<file path="src/rtl/dmux_8_way.sv">
// One-to-eight demultiplexer: in is steered to the output chosen by sel, others forced to zero.
// Latency 1 cycle (registered outputs), no backpressure; every non-reset edge reloads all outputs.
module dmux_8_way #(
    parameter int WIDTH = 1
) (
    input  logic             clk,
    input  logic             reset,
    input  logic [WIDTH-1:0] in,
    input  logic [2:0]       sel,
    output logic [WIDTH-1:0] a,
    output logic [WIDTH-1:0] b,
    output logic [WIDTH-1:0] c,
    output logic [WIDTH-1:0] d,
    output logic [WIDTH-1:0] e,
    output logic [WIDTH-1:0] f,
    output logic [WIDTH-1:0] g,
    output logic [WIDTH-1:0] h
);

    logic [7:0]            en;
    logic [7:0][WIDTH-1:0] out_d;
    logic [7:0][WIDTH-1:0] out_q;

    always_comb begin
        en      = '0;
        en[sel] = 1'b1;
    end

    always_comb begin
        out_d = '0;
        for (int i = 0; i < 8; i++) begin
            out_d[i] = en[i] ? in : '0;
        end
    end

    always_ff @(posedge clk) begin
        if (reset) begin
            out_q <= '0;
        end else begin
            out_q <= out_d;
        end
    end

    assign a = out_q[0];
    assign b = out_q[1];
    assign c = out_q[2];
    assign d = out_q[3];
    assign e = out_q[4];
    assign f = out_q[5];
    assign g = out_q[6];
    assign h = out_q[7];

endmodule

</file>
<file path="config.mk">
export PLATFORM = sky130hd
export DESIGN_NAME = dmux_8_way
export DESIGN_NICKNAME = d
export VERILOG_FILES = /design/src/rtl/dmux_8_way.sv
export SDC_FILE = /design/constraint.sdc
export NUM_CORES = 1
export LEC_CHECK = 0
export ABC_AREA = 0
export BUFFER_PORTS_ARGS = -buffer_cell sky130_fd_sc_hd__buf_2
export CORE_AREA = 5 5 42 44
export CTS_CLUSTER_SIZE = 8
export DETAILED_ROUTE_END_ITERATION = 8
export DIE_AREA = 0 0 47 49
export HOLD_SLACK_MARGIN = 0.08
export PLACE_DENSITY_LB_ADDON = 0.15
export SYNTH_ARGS = -nofsm -noshare
export SYNTH_HDL_FRONTEND = slang
export SYNTH_SLANG_ARGS = --single-unit
</file>
<file path="constraint.sdc">
create_clock -name clk -period 0.8 [get_ports clk]
set_input_delay 0.04 -clock clk [delete_from_list [all_inputs] [get_ports clk]]
set_output_delay 0.04 -clock clk [all_outputs]
set_load 0.02 [all_outputs]
</file>
==> metrics.csv, run 1 <==
metric;value;unit
CP max FO;5;
yosys warns;0;
Worst Hold Class;input port to flip-flop;
vias in the first global route;219;
M2 GR Usage;0.0656;
hold buffer count at CTS;2;
Startpoint Class;input port;
fin crit period;0.753;ns
syn nets;27;
I/O Buffers;13;
CP endpoint kind;flip-flop;
die area;2300;sq um
flops & latches, synth;8;
num rows;14;
Synth cell types;10;
worst setup margin;0.0466;ns
Max Cap Viol;0;
post-synthesis average cell area;11.1;sq um
RSZ-0062 raised after global routing;no;
fmax;1.33;GHz
routed vias/inst;3.82;
drt pass-1 iters;2;
ANT nets after route;0;
first-pass GRT wire length;869;um
Cell Pwr Density;2100;nW/um^2
min-delay src;sel[1];
number of synthesized flops with an enable pin;0;
CTS root buffer;clkbuf_4;
Max VDD drop;0.523;mV
number of CTS-inserted buffers;3;
register area share after synthesis;0.684;
CORE AREA;1400;sq um
Synth top cells by count;dfxtp_1 (8), nor2_1 (3), nor3_1 (3);
filler cell count;164;
worst slack at placement;0.0627;ns
# clock sinks;8;
Area contributors post-synth;dfxtp_1 (68%), nor3_1 (6.4%), nor2_1 (4.8%);
largest net degree at the start of global routing;6;
gpl congestion;0.725;
ant diodes;0;
Worst Path Arrival;0.95;ns
DR vias;210;
Gate Count Post-Synth;21;
clk slew on worst S/H paths;0.05;ns
Final period util;0.942;
Worst-Margin Slew;0.241;ns
worst setup path class;input port to flip-flop;
CTS tree;done;
layout cells sized above 1;0.462;
Ports;14;
Hold EP;f;
leakage power;0.171;nW
Bufs on Longest Clock Path;2;
initial antenna violation count;0;
Synth area leader;dfxtp_1;
status;completed;
Die Height;49;um
WL per Instance;9.40;um
setup TNS;0;ns
Starting Density;0.167;
total track usage;0.0587;
met1 Use GR;0.0667;
mapped cell area;234;sq um
routing usage on met3;0.0221;
max_slew headroom;0.838;
final hold viol count;0;
area share of the largest cell type after synthesis;0.684;
Worst EP required;0.99;ns
Routed WL;517;um
Die W;47;um
final core occ;0.262;
htree depth;1;
top-count cell post-synth;dfxtp_1;
postcts setup bufs;0;
Worst Hold Slack;0.0104;ns
grt ovf;0;
Residual DRC;0;
Async SR Flop Fraction;0;
Net count, final;47;
Iter 0 DRT Violations;1;
most used routing layer in global routing;met4;
hold depth;2;
Final Setup Violations;0;
area grow syn2layout;56.7;%
Max Slew Vio Count;0;
Top FF cell, synth;dfxtp_1;
[sequential cells by signal, summed over array words and instances (netlist names)]
| signal | count |
|---|---|
| a | 1 |
| c | 1 |
| b | 1 |
| f | 1 |
| d | 1 |
| h | 1 |
| g | 1 |
| e | 1 |
[layer usage]
| layer | part of all wire | wire length, um |
|---|---|---|
| met5 | 0 | 0 |
| met3 | 0.13 | 66 |
| met4 | 0.017 | 9 |
| met1 | 0.42 | 218 |
| met2 | 0.43 | 222 |
[kinds of logic after synthesis]
logic type,share of synthesized area
flops,0.684
simple gates,0.316
[critical path, cell delays in order]
cell	delay, ns
buf_2	0.12
nand3_1	0.11
nor3_2	0.12
dlygate4sd3_1	0.56
[cells in the final DEF, fill, tap and decap left out]
cell	instances
clkbuf_4	3
nand2_1	1
nand3b_1	1
nor4_1	1
nor3_1	2
nor3_2	2
buf_2	13
dlygate4sd3_1	2
or3b_1	1
dfxtp_1	8
nand2b_1	1
nor2_1	3
nand3_1	1
[worst max-delay path by stage]
stage / from / to / slack [ns]
floorplan: sel[2] / a / 0.21
global placement: sel[2] / a / 0.07
detailed placement: sel[2] / a / 0.06
CTS: a / a / 0.04
global route: c / c / 0.004
finish: sel[1] / g / 0.05
[power breakdown]
| part | internal (mW) | switching, mW |
|---|---|---|
| clock | 0.171 | 0.130 |
| sequential | 0.405 | 0.00118 |
| combinational | 0.0244 | 0.0360 |
[cell type report]
cell class | count | area (sq um) | share of cell area
clock buffers | 3 | 22.5 | 0.0614
repair buffers | 15 | 85.1 | 0.232
multi-input cells | 13 | 78.8 | 0.215
well taps | 16 | 20.0 | 0.0546
flip-flops and latches | 8 | 160 | 0.437
[through the flow]
stage | power (mW) | cell area, sq um | std cells
after floorplan | 0.439 | 234 | 21
after global placement | 0.470 | 319 | 50
after detailed placement | 0.470 | 319 | 50
after CTS | 0.788 | 362 | 55
after global routing | 0.823 | 367 | 55
final | 0.769 | 367 | 55
[what timing repair did]
| item | CTS | global route |
|---|---|---|
| endpoints found under the setup margin | 0 | 1 |
| hold endpoints to repair | 6 | 4 |
| gates resized for setup | 0 | 1 |
(Power assumes the default switching activity.)
==> run 2: changes to the inputs <==
==> constraint.sdc (replaced) <==
create_clock -name clk -period 1 [get_ports clk]
set_input_delay 0.05 -clock clk [delete_from_list [all_inputs] [get_ports clk]]
set_output_delay 0.05 -clock clk [all_outputs]
set_load 0.02 [all_outputs]
==> run 2 against run 1 <==
Against the previous run: clock power down 18%; routed wire length is 6.2% higher; cell count up 5.5%; die area is the same; utilization is 1.8 points higher; cell area grew 6.8%; sequential power down 20%; setup slack improved by 0.049 ns; clock-buffer cell count is the same.
==> metrics.csv, run 2 (synthesized netlist as in run 1, its figures left out) <==
metric;value;unit
slowest cell delay on critical path;0.53;ns
CP Capture Point;f;
CP max FO;5;
setup TNS;0;ns
hpwl dp;411;um
die area;2300;sq um
RSZ-0062 raised after global routing;no;
worst setup margin;0.0957;ns
dpl cells;50;
Bufs on Longest Clock Path;2;
Starting Density;0.167;
largest net degree at the start of global routing;6;
most frequent cells in the layout;buf_2 (13), dfxtp_1 (8), dlygate4sd3_1 (5);
worst setup path class;input port to flip-flop;
layout cells sized above 1;0.405;
Max VDD drop;0.446;mV
DR vias;232;
Ports;14;
first-pass GRT wire length;945;um
Iter 0 DRT Violations;4;
total track usage;0.0622;
CP endpoint kind;flip-flop;
status;completed;
fin crit period;0.904;ns
Net count, final;50;
final hold viol count;0;
Residual DRC;0;
Final period util;0.904;
Die W;47;um
worst slack at placement;0.232;ns
Critical-path top delay cell;dlygate4sd3_1;
Die Height;49;um
postcts setup bufs;0;
Worst Hold Slack;0.0892;ns
CTS tree;done;
htree depth;1;
Routed WL;549;um
Worst Path Arrival;1.09;ns
CTS root buffer;clkbuf_4;
Worst Hold Class;input port to flip-flop;
critical path cell sequence;dlygate4sd3_1, buf_2, nand2b_1, nor3_1;
fmax;1.11;GHz
CP Depth;4;
Finished Layout Cells;58;
Worst EP required;1.18;ns
initial antenna violation count;0;
routed vias/inst;4.00;
# clock sinks;8;
cell family with most CP delay;buffers and inverters;
drt pass-1 iters;2;
Critical Path Start;reset;
leakage power;0.182;nW
num rows;14;
commonest non-fill, non-tap cell in the layout;buf_2;
vias in the first global route;232;
Startpoint Class;input port;
filler cell count;159;
WL per Instance;9.47;um
number of CTS-inserted buffers;3;
max_slew headroom;0.847;
ant diodes;0;
ANT nets after route;0;
I/O Buffers;13;
Cell Pwr Density;1620;nW/um^2
area grow syn2layout;67.4;%
Final Setup Violations;0;
grt ovf;0;
Max Slew Vio Count;0;
clk slew on worst S/H paths;0.05;ns
Worst-Margin Slew;0.228;ns
Buf+Inv Stages, Crit Path;2;
Max Cap Viol;0;
CORE AREA;1400;sq um
gpl congestion;0.736;
[run 2: final cells by class]
class                   instances  area (sq um)  area share
multi-input cells              13          73.8       0.188
repair buffers                 18           115       0.294
well taps                      16          20.0      0.0511
flip-flops and latches          8           160       0.409
clock buffers                   3          22.5      0.0575
[run 2: repair_timing]
item,in CTS,in global routing
hold endpoints to repair,6,0
gates resized for setup,0,0
hold buffers,5,0
[run 2: routing by layer]
metal / part of all wire / up-vias / GRT usage
met1: 0.39 / 98 / 0.0667
met3: 0.14 / 5 / 0.0258
met5: 0 / - / 0
li1: - / 116 / -
met4: 0.067 / 0 / 0.0829
met2: 0.40 / 13 / 0.0747
[run 2: stage by stage]
stage / area, sq um / power, mW / util
after floorplan: 234 / 0.351 / -
after global placement: 319 / 0.376 / 0.228
after detailed placement: 319 / 0.377 / 0.228
after CTS: 392 / 0.642 / 0.279
after global routing: 392 / 0.670 / 0.279
final: 392 / 0.633 / 0.279
[run 2: report_power, final]
group,switching [mW],internal [mW],leakage (nW)
Sequential,0.00106,0.324,0.0648
Clock,0.110,0.137,0.0138
Combinational,0.0298,0.0294,0.103
Total,0.141,0.491,0.182
[run 2: how the worst min path moves through the flow]
stage	endpoint	depth (start not counted)	slack (ns)	from
3_5_place_dp	a	2	0.28	reset
4_1_cts	h	3	0.09	in
6_report	h	3	0.09	in
5_1_grt	h	3	0.12	in
2_1_floorplan	a	1	0.12	sel[0]
3_3_place_gp	e	2	0.27	sel[1]
